`src/rtl/lcu_seq_pkg.sv`:
```
// lcu_seq_pkg: shared definitions for the logic-locking key sequencer.
//   - default parameter values for key width, reset hold length and run budget
//   - sequencer state encoding
package lcu_seq_pkg;

  localparam int unsigned KEY_W_DEF    = 8;
  localparam int unsigned HOLD_CYC_DEF = 2;
  localparam int unsigned RUN_MAX_DEF  = 1000;

  typedef enum logic [2:0] {
    StIdle,
    StLoad,
    StArmed,
    StHold,
    StRun,
    StError
  } seq_state_e;

endpackage

```
`src/rtl/lcu_key_shifter.sv`:
```
// lcu_key_shifter: serial key staging register with bit counter and length check.
// Ports:
//   clk, rst        clock, asynchronous active-low reset
//   i_shift         accept a key bit this cycle (handshake)
//   i_first         bit starts a new key (counter restarts at 1)
//   i_bit, i_last   key data bit and end-of-key marker
//   o_stage_next    staging value after this bit, used for the commit
//   o_commit        last bit arrived at exactly KEY_W bits
//   o_len_err       key length violation on this bit
module lcu_key_shifter #(
  parameter int unsigned KEY_W = 8
) (
  input  logic             clk,
  input  logic             rst,
  input  logic             i_shift,
  input  logic             i_first,
  input  logic             i_bit,
  input  logic             i_last,
  output logic [KEY_W-1:0] o_stage_next,
  output logic             o_commit,
  output logic             o_len_err
);

  // Counter must reach KEY_W + 1 for the overlong check.
  localparam int unsigned CntW = $clog2(KEY_W + 2);
  localparam logic [CntW-1:0] LenFull = CntW'(KEY_W);
  localparam logic [CntW-1:0] LenOver = CntW'(KEY_W + 1);

  logic [KEY_W-1:0] r_stage;
  logic [CntW-1:0]  r_cnt;
  logic [CntW-1:0]  w_cnt_inc;
  logic [KEY_W:0]   w_cat;

  always_comb begin
    w_cnt_inc    = r_cnt + CntW'(1);
    w_cat        = {r_stage, i_bit};
    o_stage_next = i_first ? KEY_W'(i_bit) : w_cat[KEY_W-1:0];
    o_commit     = i_shift && !i_first && i_last && (w_cnt_inc == LenFull);
    o_len_err    = i_shift && !i_first &&
                   ((i_last && (w_cnt_inc != LenFull)) || (!i_last && (w_cnt_inc == LenOver)));
  end

  always_ff @(posedge clk or negedge rst) begin
    if (!rst) begin
      r_stage <= '0;
      r_cnt   <= '0;
    end else if (i_shift) begin
      r_stage <= o_stage_next;
      r_cnt   <= i_first ? CntW'(1) : w_cnt_inc;
    end
  end

endmodule

```
`src/rtl/lcu_key_sequencer.sv`:
```
// lcu_key_sequencer: loads a serial unlock key, then sequences reset and run of a
// logic-locked controller.
// Ports:
//   clk, rst                         clock, asynchronous active-low reset
//   key_valid, key_bit, key_last     serial key stream (MSB first)
//   key_ready                        key bit accepted this cycle
//   start, stop, clear               run request, early stop, leave ERROR
//   lcu_rst                          active-high reset to the locked controller
//   key_out                          committed key
//   busy, done, err                  HOLD/RUN, end-of-run pulse, ERROR
//   run_cnt                          cycles spent in current/last RUN
module lcu_key_sequencer
  import lcu_seq_pkg::*;
#(
  parameter int unsigned KEY_W    = KEY_W_DEF,
  parameter int unsigned HOLD_CYC = HOLD_CYC_DEF,
  parameter int unsigned RUN_MAX  = RUN_MAX_DEF
) (
  input  logic             clk,
  input  logic             rst,
  input  logic             key_valid,
  input  logic             key_bit,
  input  logic             key_last,
  output logic             key_ready,
  input  logic             start,
  input  logic             stop,
  input  logic             clear,
  output logic             lcu_rst,
  output logic [KEY_W-1:0] key_out,
  output logic             busy,
  output logic             done,
  output logic             err,
  output logic [15:0]      run_cnt
);

  seq_state_e       r_state;
  seq_state_e       w_state_next;
  logic [3:0]       r_hold_cnt;
  logic [15:0]      r_run_cnt;
  logic [KEY_W-1:0] r_key_out;
  logic             r_done;

  logic             w_hs;
  logic             w_first;
  logic             w_hold_last;
  logic             w_run_end;
  logic [KEY_W-1:0] w_stage_next;
  logic             w_commit;
  logic             w_len_err;

  lcu_key_shifter #(
    .KEY_W(KEY_W)
  ) u_shifter (
    .clk         (clk),
    .rst         (rst),
    .i_shift     (w_hs),
    .i_first     (w_first),
    .i_bit       (key_bit),
    .i_last      (key_last),
    .o_stage_next(w_stage_next),
    .o_commit    (w_commit),
    .o_len_err   (w_len_err)
  );

  always_comb begin
    key_ready   = (r_state == StIdle) || (r_state == StLoad) || (r_state == StArmed);
    w_hs        = key_valid && key_ready;
    w_first     = (r_state != StLoad);
    w_hold_last = (r_hold_cnt == 4'(HOLD_CYC - 1));
    // stop and budget expiry in the same cycle still form a single run end
    w_run_end   = (r_state == StRun) && (stop || (r_run_cnt == 16'(RUN_MAX - 1)));

    w_state_next = r_state;
    case (r_state)
      StIdle:  if (w_hs) w_state_next = StLoad;
      StLoad: begin
        if (w_commit)       w_state_next = StArmed;
        else if (w_len_err) w_state_next = StError;
      end
      // a key handshake takes priority over a simultaneous start
      StArmed: begin
        if (w_hs)       w_state_next = StLoad;
        else if (start) w_state_next = StHold;
      end
      StHold:  if (w_hold_last) w_state_next = StRun;
      StRun:   if (w_run_end) w_state_next = StArmed;
      StError: if (clear) w_state_next = StIdle;
      default: w_state_next = StIdle;
    endcase

    lcu_rst = (r_state != StRun);
    busy    = (r_state == StHold) || (r_state == StRun);
    err     = (r_state == StError);
    done    = r_done;
    key_out = r_key_out;
    run_cnt = r_run_cnt;
  end

  always_ff @(posedge clk or negedge rst) begin
    if (!rst) begin
      r_state    <= StIdle;
      r_hold_cnt <= '0;
      r_run_cnt  <= '0;
      r_key_out  <= '0;
      r_done     <= 1'b0;
    end else begin
      r_state <= w_state_next;
      r_done  <= w_run_end;

      if (r_state == StHold) r_hold_cnt <= r_hold_cnt + 4'd1;
      else                   r_hold_cnt <= '0;

      if ((r_state == StArmed) && (w_state_next == StHold)) r_run_cnt <= '0;
      else if (r_state == StRun)                            r_run_cnt <= r_run_cnt + 16'd1;

      // key_out only moves on a clean commit or is wiped on a length error
      if (w_commit)       r_key_out <= w_stage_next;
      else if (w_len_err) r_key_out <= '0;
    end
  end

endmodule
```
`config.mk`:
```
export PLATFORM = sky130hd
export DESIGN_NAME = lcu_key_sequencer
export DESIGN_NICKNAME = d
export VERILOG_FILES = /design/src/rtl/lcu_seq_pkg.sv /design/src/rtl/lcu_key_shifter.sv /design/src/rtl/lcu_key_sequencer.sv
export SDC_FILE = /design/constraint.sdc
export NUM_CORES = 1
export LEC_CHECK = 0
export CORE_MARGIN = 4
export CORE_UTILIZATION = 56
export CTS_CLUSTER_DIAMETER = 40
export DETAILED_ROUTE_END_ITERATION = 12
export GPL_TIMING_DRIVEN = 0
export PLACE_DENSITY_LB_ADDON = 0.05
export SLEW_MARGIN = 20
export SYNTH_ARGS = -nofsm -noshare
export SYNTH_HDL_FRONTEND = slang
export SYNTH_SLANG_ARGS = --single-unit
export TNS_END_PERCENT = 30
```
`constraint.sdc`:
```
create_clock -name clk -period 3.9 [get_ports clk]
set_input_delay 0.585 -clock clk [delete_from_list [all_inputs] [get_ports clk]]
set_output_delay 0.585 -clock clk [all_outputs]
set_load 0.01 [all_outputs]
```
Yosys cells after proc, flatten, opt, wreduce, memory -nomap -nowiden
Cells that the tools add are included.

Bits in registers: 43. Input port bits: 8. Output and inout port bits: 29.

Add/subtract/negate cells: 3. Equality and inequality tests: 13. Multiplexer cells: 16. Reductions and logical operators: 19.

Operators by type and width (count): $mux 16 (2); $mux 3 (8); $mux 8 (3); $pmux 3 s6 (1); $add 16x1->16 const B (1); $eq 16x10->1 const B (1); $eq 3x2->1 const B (3); $logic_and 1x1->1 (9); $add 4x1->4 const B (2); $eq 4x4->1 const B (2); $mux 4 (2); $eq 3x3->1 const B (2); $logic_or 1x1->1 (5); $eq 4x1->1 const B (1); $ne 4x4->1 const B (1); $reduce_bool 2->1 (2); $eq 3x1->1 const B (1); $logic_not 3->1 (1); $ne 3x1->1 const B (1); $ne 3x3->1 const B (1); $logic_not 1->1 (2).

Depth between registers and ports, before layout
Gate-level depths: netlist (run 1).

Depth after elaboration: 12. Gate-level depth with buffers: 7. Gate-level depth less buffers: 6.

Cells and area by module
From an unflattened synthesis (run 1), not the netlist that was laid out.

Cell total of the unflattened synthesis: 205. Area total of the unflattened synthesis: 2149.6 um^2.

Modules (own cells, without submodules): lcu_key_sequencer (instances 1, cells each 152, area an instance 1572.8 um^2); lcu_key_shifter (instances 1, cells each 53, area an instance 576.8 um^2).

Least setup slack after synthesis (run 1)
Ideal clock, no wire load.

Kind: register to register. Start point: register r_state[1]. End point: register r_run_cnt[15] (netlist: run_cnt[15]). Arrival time: 2074 ps. Setup slack: 1748 ps. Cell stages (with the launch flop): 7. Path buffers: 1. Clock period less this slack: 2152 ps. Cell sequence: dfrtp_1 -> buf_4 -> nor3b_4 -> inv_4 -> or4_4 -> or4_1 -> a21oi_1.

Cells in the longest elaborated chain, start to end: 12.

RTL lines: start, declared (RTL line lcu_key_sequencer.sv:36) `seq_state_e r_state;`; start signal, assigned (RTL line lcu_key_sequencer.sv:101) `r_state <= StIdle;`; start signal, assigned (RTL line lcu_key_sequencer.sv:107) `r_state <= w_state_next;`; $eq 3x1->1 or $logic_not 3->1 (tied branches) (RTL line lcu_key_sequencer.sv:66, lcu_key_sequencer.sv:74); $logic_or 1x1->1 (2 in series) (RTL line lcu_key_sequencer.sv:66) `key_ready = (r_state == StIdle) || (r_state == StLoad) || (r_state == StArmed);`; $logic_and 1x1->1 (RTL line lcu_key_sequencer.sv:67) `w_hs = key_valid && key_ready;`; $logic_and 1x1->1 (RTL line lcu_key_shifter.sv:38, lcu_key_shifter.sv:39); $logic_and 1x1->1, on equally long branches (RTL line lcu_key_shifter.sv:39, lcu_key_shifter.sv:38); $mux 3 or $logic_and 1x1->1 (tied branches) (RTL line lcu_key_sequencer.sv:78, lcu_key_shifter.sv:38); $mux 3 (RTL line lcu_key_sequencer.sv:77) `if (w_commit) w_state_next = StArmed;`; $pmux 3 s6 (RTL line lcu_key_sequencer.sv:74) `case (r_state)`; $eq 3x2->1 (RTL line lcu_key_sequencer.sv:113) `if ((r_state == StArmed) && (w_state_next == StHold)) r_run_cnt <= '0;`; $logic_and 1x1->1 (RTL line lcu_key_sequencer.sv:113); $mux 16 or $reduce_bool 2->1 (tied branches); end signal, assigned (RTL line lcu_key_sequencer.sv:114) `else if (r_state == StRun) r_run_cnt <= r_run_cnt + 16'd1;`; end, declared (RTL line lcu_key_sequencer.sv:39) `logic [15:0] r_run_cnt;`.

Parallel ways exist; a longest one is shown, timed or not. A chain may end at the register's enable or synchronous reset.

Final worst setup path (run 1)
Start point: input port key_valid. End point: register r_run_cnt[6] (netlist: run_cnt[6]).

Cells in the longest elaborated chain, start to end: 9.

RTL lines: start, declared (RTL line lcu_key_sequencer.sv:21) `input logic key_valid,`; $logic_and 1x1->1 * (RTL line lcu_key_sequencer.sv:67); $logic_and 1x1->1 (RTL line lcu_key_shifter.sv:38, lcu_key_shifter.sv:39); $logic_and 1x1->1, on equally long branches (RTL line lcu_key_shifter.sv:39, lcu_key_shifter.sv:38); $mux 3 or $logic_and 1x1->1 (tied branches) (RTL line lcu_key_sequencer.sv:78, lcu_key_shifter.sv:38); $mux 3 (RTL line lcu_key_sequencer.sv:77); $pmux 3 s6 * (RTL line lcu_key_sequencer.sv:74); $eq 3x2->1 * (RTL line lcu_key_sequencer.sv:113); $logic_and 1x1->1 * (RTL line lcu_key_sequencer.sv:113); $mux 16 or $reduce_bool 2->1 (tied branches).

Mark *: on every way between the ends. The rest lies on a longest branch, timed or not.

==> results of run 1 <==
==> critical path, delay by kind of cell <==
kind	cells	cell delay [ns]
AO/OA/AOI/OAI	2	0.89
buffers and inverters	2	0.91
AND/OR/NAND/NOR	2	0.57
==> through the flow <==
step / worst slack, ns / total power [mW]
global route: 0.982 / 1.86
global placement: 0.679 / 1.35
floorplan: 1.75 / 1.08
finish: 1.12 / 1.72
CTS: 0.855 / 1.73
detailed placement: 0.540 / 1.38
==> logic make-up (layout without fill, tap and decap cells) <==
family          count (synthesis)  in the layout  synth area share
simple gates                   77             77             0.205
compound gates                 48             48             0.161
flops                          43             43             0.514
buf+inv                        16             61            0.0347
xor+xnor                       12             12            0.0502
fa+ha+maj                       5              5            0.0299
mux                             1              1           0.00538
==> flip-flops by register name, indices dropped and copies added (netlist names) <==
signal and flops:
run_cnt 16, key_out 8, u_shifter.r_stage 7, r_hold_cnt 4
u_shifter.r_cnt 4, r_state 3, done 1
==> Yosys cell counts, types with 2 or more instances <==
cell / count / share of area
xor2_1: 5 / 0.021
nor4bb_1: 2 / 0.0096
a22o_1: 15 / 0.063
inv_1: 7 / 0.013
or3_1: 7 / 0.021
buf_2: 2 / 0.0048
nand4_1: 4 / 0.012
a21oi_1: 8 / 0.019
clkbuf_1: 4 / 0.0072
and4_1: 2 / 0.0084
nand3_1: 7 / 0.017
buf_4: 2 / 0.0072
nand2b_1: 4 / 0.012
xnor2_1: 7 / 0.029
nand2_1: 15 / 0.027
o22ai_1: 2 / 0.0060
and3_1: 3 / 0.0090
nor4_1: 3 / 0.0090
nor2_1: 20 / 0.036
dfrtp_1: 43 / 0.51
ha_1: 5 / 0.030
o31ai_1: 2 / 0.0072
o21ai_0: 11 / 0.026
==> final timing paths <==
kind                                               from  slack [ns]  cells after the start                       to
worst min-delay path                                rst        0.14                      1     r_state[1]$_DFF_PN0_
worst max-delay path                          key_valid        1.12                      6   run_cnt[6]$_DFFE_PN0P_
worst max register to register     r_state[0]$_DFF_PN0_        1.45                      6   run_cnt[6]$_DFFE_PN0P_
max in group asynchronous                           rst        3.31                      2   key_out[4]$_DFFE_PN0P_
worst min register to register  r_hold_cnt[0]$_DFF_PN0_        0.50                      1  r_hold_cnt[0]$_DFF_PN0_
min in group clk                r_hold_cnt[0]$_DFF_PN0_        0.50                      1  r_hold_cnt[0]$_DFF_PN0_
==> routing by layer <==
layer	track usage	part of all wire
met5	0	0
met4	0.0716	0.016
met3	0.0567	0.048
met1	0.297	0.47
met2	0.316	0.47
==> cell type report <==
class | count | area (µm²)
plain buffers | 8 | 40.0
clock buffers | 5 | 68.8
clock inverters | 3 | 43.8
fillers | 259 | 820
inverters | 8 | 32.5
multi-input cells | 143 | 955
flip-flops and latches | 43 | 1080
well taps | 46 | 57.6
repair buffers | 37 | 375
==> power by group through the flow <==
| stage | Sequential, mW | Clock, mW | Combinational, mW |
|---|---|---|---|
| 2_1_floorplan | 0.719 | 0 | 0.364 |
| 3_3_place_gp | 0.711 | 0 | 0.634 |
| 3_5_place_dp | 0.719 | 0 | 0.658 |
| 4_1_cts | 0.714 | 0.353 | 0.663 |
| 5_1_grt | 0.741 | 0.379 | 0.737 |
| 6_report | 0.717 | 0.345 | 0.663 |
==> results.py, run 1 <==
metrics = {
    "run_status": {
        "status": "complete, no violations",
    },
    "sta": {
        "slew_viol_final": 0,
        "final.period_utilization": 0.712,
        "max_clock_freq_mhz": 360,
        "slew_headroom": 0.570,
        "tightest_slew_ns": 0.641,
        "fin_crit_ns": 2.78,
        "final-hold-violation-count": 0,
        "tns_ns": 0,
        "finalSetupViolCount": 0,
        "rsz0062_at_grt": "false",
        "whs_ns": 0.139,
        "skew_ns": 0.00703,
    },
    "worst_setup_path": {
        "cp_cell_sequence": "clkdlybuf4s50_1 -> nor4bb_1 -> o211ai_1 -> a311oi_2 -> buf_2 -> nor2_1",
        "crit_fanout": 10,
        "worst_ep_required_time_ns": 4.08,
        "cp-start-kind": "input pin",
        "path_class": "input pin to flip-flop",
        "cp_slowest_cell": "a311oi_2",
        "cp-end-kind": "flip-flop",
        "arrival_ns": 2.96,
        "slowest_delay_ns": 0.62,
    },
    "clocking": {
        "cts_root_buf": "clkbuf_8",
        "cts_tree": "built",
        "cts.sinks": 43,
        "htreeDepth": 2,
        "clk_path_buf_depth": 2,
        "post-cts-setup-buffers": 0,
        "cts_hold_buffers": 0,
        "clock_latency_ns": 0.30,
        "clk_pin_slew_worst_paths_ns": 0.09,
        "cts_inserted_buffers": 5,
        "post_cts_resized": 0,
    },
    "floorplanning": {
        "fp.dieArea_um2": 4780,
        "die_h_um": 69.1,
        "coreArea_um2": 3470,
        "num_rows": 21,
        "start_util": 0.603,
        "die_x_um": 69.1,
        "io-pin-count": 37,
    },
    "global_routing": {
        "grt_pass1_wl_mm": 8.22,
        "gr-total-overflow": 0,
        "first_global_vias": 1727,
        "grt_usage": 0.211,
        "antenna_found_initial": 0,
        "grt_max_degree": 35,
    },
    "synth": {
        "async_flop_share": 1.00,
        "synth_flop_cell": "dfrtp_1",
        "synth.yosys.warnings": 0,
        "syn_area_per_cell_um2": 10.4,
        "ys_ff_latch": 43,
        "syn_area_um2": 2090,
        "yosysSeqAreaShare": 0.514,
        "netlist-cell-type-count": 45,
        "synth_edf_count": 0,
        "synthCells": 202,
        "syn-num-nets": 215,
    },
    "finish": {
        "num-nets-final": 259,
        "final_core_util": 0.764,
        "antenna_cells": 0,
        "final_cell_mix": "dfrtp_1, clkdlybuf4s50_1, nor2_1, nand2_1, a22o_1",
        "stdcell_count": 293,
        "drive_gt1_frac": 0.0850,
        "postLayoutCellArea_um2": 2650,
        "final_common_cell": "dfrtp_1",
        "area_growth_pct": 26.6,
    },
    "pwr": {
        "swShare": 0.363,
        "clock_power_share": 0.200,
        "intPower_mw": 1.10,
        "irDropWorstVdd_v": 0.000454,
        "p_seq_frac": 0.416,
        "pwr-share-comb": 0.384,
        "p_switching_uw": 626,
        "power-per-cell-area_nw_per_um2": 651,
        "power_leakage_nw": 1.15,
    },
    "run": {
        "cap_violations": 0,
    },
    "route": {
        "vias": 1731,
        "drtPass1Iterations": 4,
        "wl_mm": 4.63,
        "via_per_inst": 5.91,
        "wl_per_cell_um": 15.8,
        "drt_iter0_markers": 165,
        "drc_errors": 0,
        "drtAntennaViolNets": 0,
    },
    "place": {
        "hpwl_mm": 3.29,
        "dp.cells": 285,
        "io_buffers": 36,
        "gp_congestion": 0.869,
        "post_dp_cell_area_um2": 2520,
    },
    "hold_path": {
        "hold_class": "input pin to async pin",
    },
}
No activity file was read; power rests on OpenSTA's default activity.
==> inputs of run 2 (changes only) <==
--- a/config.mk
+++ b/config.mk
@@ -6,7 +6,7 @@
 export NUM_CORES = 1
 export LEC_CHECK = 0
 export CORE_MARGIN = 4
-export CORE_UTILIZATION = 56
+export CORE_UTILIZATION = 47
 export CTS_CLUSTER_DIAMETER = 40
 export DETAILED_ROUTE_END_ITERATION = 12
 export GPL_TIMING_DRIVEN = 0
==> constraint.sdc (replaced) <==
create_clock -name clk -period 2.5 [get_ports clk]
set_input_delay 0.375 -clock clk [delete_from_list [all_inputs] [get_ports clk]]
set_output_delay 0.375 -clock clk [all_outputs]
set_load 0.01 [all_outputs]
==> run 2 against run 1 <==
Net effect: global-route usage decreased by 3.1 points; register-to-register slack got worse by 1.3 ns; power increased by 48%; highest routed layer unchanged; largest power group unchanged; utilization decreased by 13 points; worst setup slack got worse by 1.0 ns; cell count increased by 1.4%; critical path depth increased by 1; largest cell class unchanged.
==> results.py, run 2 (synthesis results as in run 1) <==
metrics = {
    "clocking": {
        "cts_inserted_buffers": 5,
        "clock_latency_ns": 0.28,
        "cts_root_buf": "clkbuf_8",
        "cts.sinks": 43,
        "clk_pin_slew_worst_paths_ns": 0.07,
        "htreeDepth": 2,
        "cts_tree": "built",
        "clk_path_buf_depth": 2,
    },
    "route": {
        "via_per_inst": 5.78,
        "wl_per_cell_um": 15.6,
        "vias": 1717,
        "drc_errors": 0,
        "drt_iter0_markers": 99,
        "drtPass1Iterations": 4,
        "drtAntennaViolNets": 0,
        "wl_mm": 4.65,
    },
    "floorplanning": {
        "die_h_um": 74.7,
        "fp.dieArea_um2": 5580,
        "num_rows": 23,
        "die_x_um": 74.7,
        "io-pin-count": 37,
        "start_util": 0.505,
        "coreArea_um2": 4140,
    },
    "worst_setup_path": {
        "cp_slowest_cell": "clkdlybuf4s50_1",
        "cp_cell_sequence": "clkdlybuf4s50_1 -> nor4bb_1 -> o211ai_1 -> a311oi_4 -> buf_4 -> buf_2 -> nor2_1",
        "path_class": "input pin to flip-flop",
        "path_depth": 7,
        "slowest_delay_ns": 0.62,
        "crit_fanout": 10,
        "cp-end-kind": "flip-flop",
        "worst_ep_required_time_ns": 2.67,
        "rr_worst_depth": 6,
        "arrival_ns": 2.57,
        "cp.buffers_inverters": 3,
        "cp-start-kind": "input pin",
        "critPathTopFamily": "buffers and inverters",
    },
    "pwr": {
        "irDropWorstVdd_v": 0.000505,
        "power-per-cell-area_nw_per_um2": 967,
        "power_leakage_nw": 1.15,
    },
    "global_routing": {
        "gr-total-overflow": 0,
        "grt_max_degree": 33,
        "first_global_vias": 1622,
        "grt_usage": 0.180,
        "antenna_found_initial": 0,
        "grt_pass1_wl_mm": 7.71,
    },
    "sta": {
        "slew_headroom": 0.338,
        "skew_ns": 0.00484,
        "tns_ns": 0,
        "fin_crit_ns": 2.40,
        "max_clock_freq_mhz": 417,
        "slew_viol_final": 0,
        "finalSetupViolCount": 0,
        "tightest_slew_ns": 0.985,
        "final-hold-violation-count": 0,
        "final.period_utilization": 0.959,
    },
    "finish": {
        "antenna_cells": 0,
        "final_core_util": 0.637,
        "drive_gt1_frac": 0.0769,
        "final_common_cell": "dfrtp_1",
        "num-nets-final": 261,
        "area_growth_pct": 26.1,
        "final_cell_mix": "dfrtp_1, clkdlybuf4s50_1, nor2_1, nand2_1, a22o_1",
        "fill_cells": 345,
        "largest_reg_flops": 16,
    },
    "place": {
        "gp_congestion": 0.776,
        "io_buffers": 36,
        "hpwl_mm": 3.35,
    },
    "run": {
        "cap_violations": 0,
    },
    "hold_path": {
        "hold_class": "flip-flop to flip-flop",
        "whs_path_depth": 1,
    },
    "run_status": {
        "status": "complete, no violations",
    },
}
==> run 2: timing repair <==
item                       CTS  global route
buffers inserted             0             1
gates cloned                 0             0
setup endpoints to repair   16            18
hold endpoints to repair    11             0
gates resized for setup      1             3
hold buffers                 1             0
pin swaps                    0             1
==> run 2: final timing paths <==
check / from / endpoint / slack (ns)
hold / removal: key_out[4]$_DFFE_PN0P_ / key_out[4]$_DFFE_PN0P_ / 0.50
setup / recovery: key_valid / run_cnt[5]$_DFFE_PN0P_ / 0.10
max in group asynchronous: rst / u_shifter.r_stage[3]$_DFFE_PN0P_ / 1.51
setup reg to reg: r_state[1]$_DFF_PN0_ / run_cnt[15]$_DFFE_PN0P_ / 0.16
min in group asynchronous: rst / run_cnt[14]$_DFFE_PN0P_ / 0.52
hold reg to reg: key_out[4]$_DFFE_PN0P_ / key_out[4]$_DFFE_PN0P_ / 0.50
==> run 2: final cells by class <==
type / instances / area (µm²) / share of cell area
Sequential cell: 43 / 1080 / 0.408
Multi-Input combinational cell: 143 / 961 / 0.364
Timing Repair Buffer: 39 / 393 / 0.149
Clock buffer: 6 / 72.6 / 0.0275
Tap cell: 50 / 62.6 / 0.0237
Buffer: 8 / 41.3 / 0.0156
Inverter: 8 / 32.5 / 0.0123
==> run 2: per-layer routing <==
| metal | routed length, µm | up-vias | global-route usage | part of all wire |
|---|---|---|---|---|
| met3 | 233 | 5 | 0.0374 | 0.050 |
| li1 | - | 820 | - | - |
| met4 | 36 | 0 | 0.0494 | 0.0078 |
| met5 | 0 | - | 0 | 0 |
| met2 | 2160 | 40 | 0.269 | 0.47 |
| met1 | 2210 | 852 | 0.267 | 0.48 |
==> run 2: per-stage QoR <==
stage / hold WS, ns / power [mW] / setup WS [ns] / cells / area [µm²]
after detailed placement: 0.285 / 2.16 / -0.611 / 289 / 2530
after global placement: 0.485 / 2.11 / -0.564 / 288 / 2510
after floorplan: 0.0794 / 1.69 / 0.348 / 202 / 2090
after global routing: 0.541 / 2.75 / -0.0288 / 297 / 2640
final: 0.500 / 2.55 / 0.103 / 297 / 2640
after CTS: 0.503 / 2.56 / 0.0136 / 296 / 2620
==> run 2: where the power goes <==
part           total, mW  internal, mW  switching [mW]  leakage (nW)
clock              0.395         0.186           0.209        0.0371
sequential          1.12         0.889           0.228         0.576
combinational       1.04         0.533           0.507         0.533
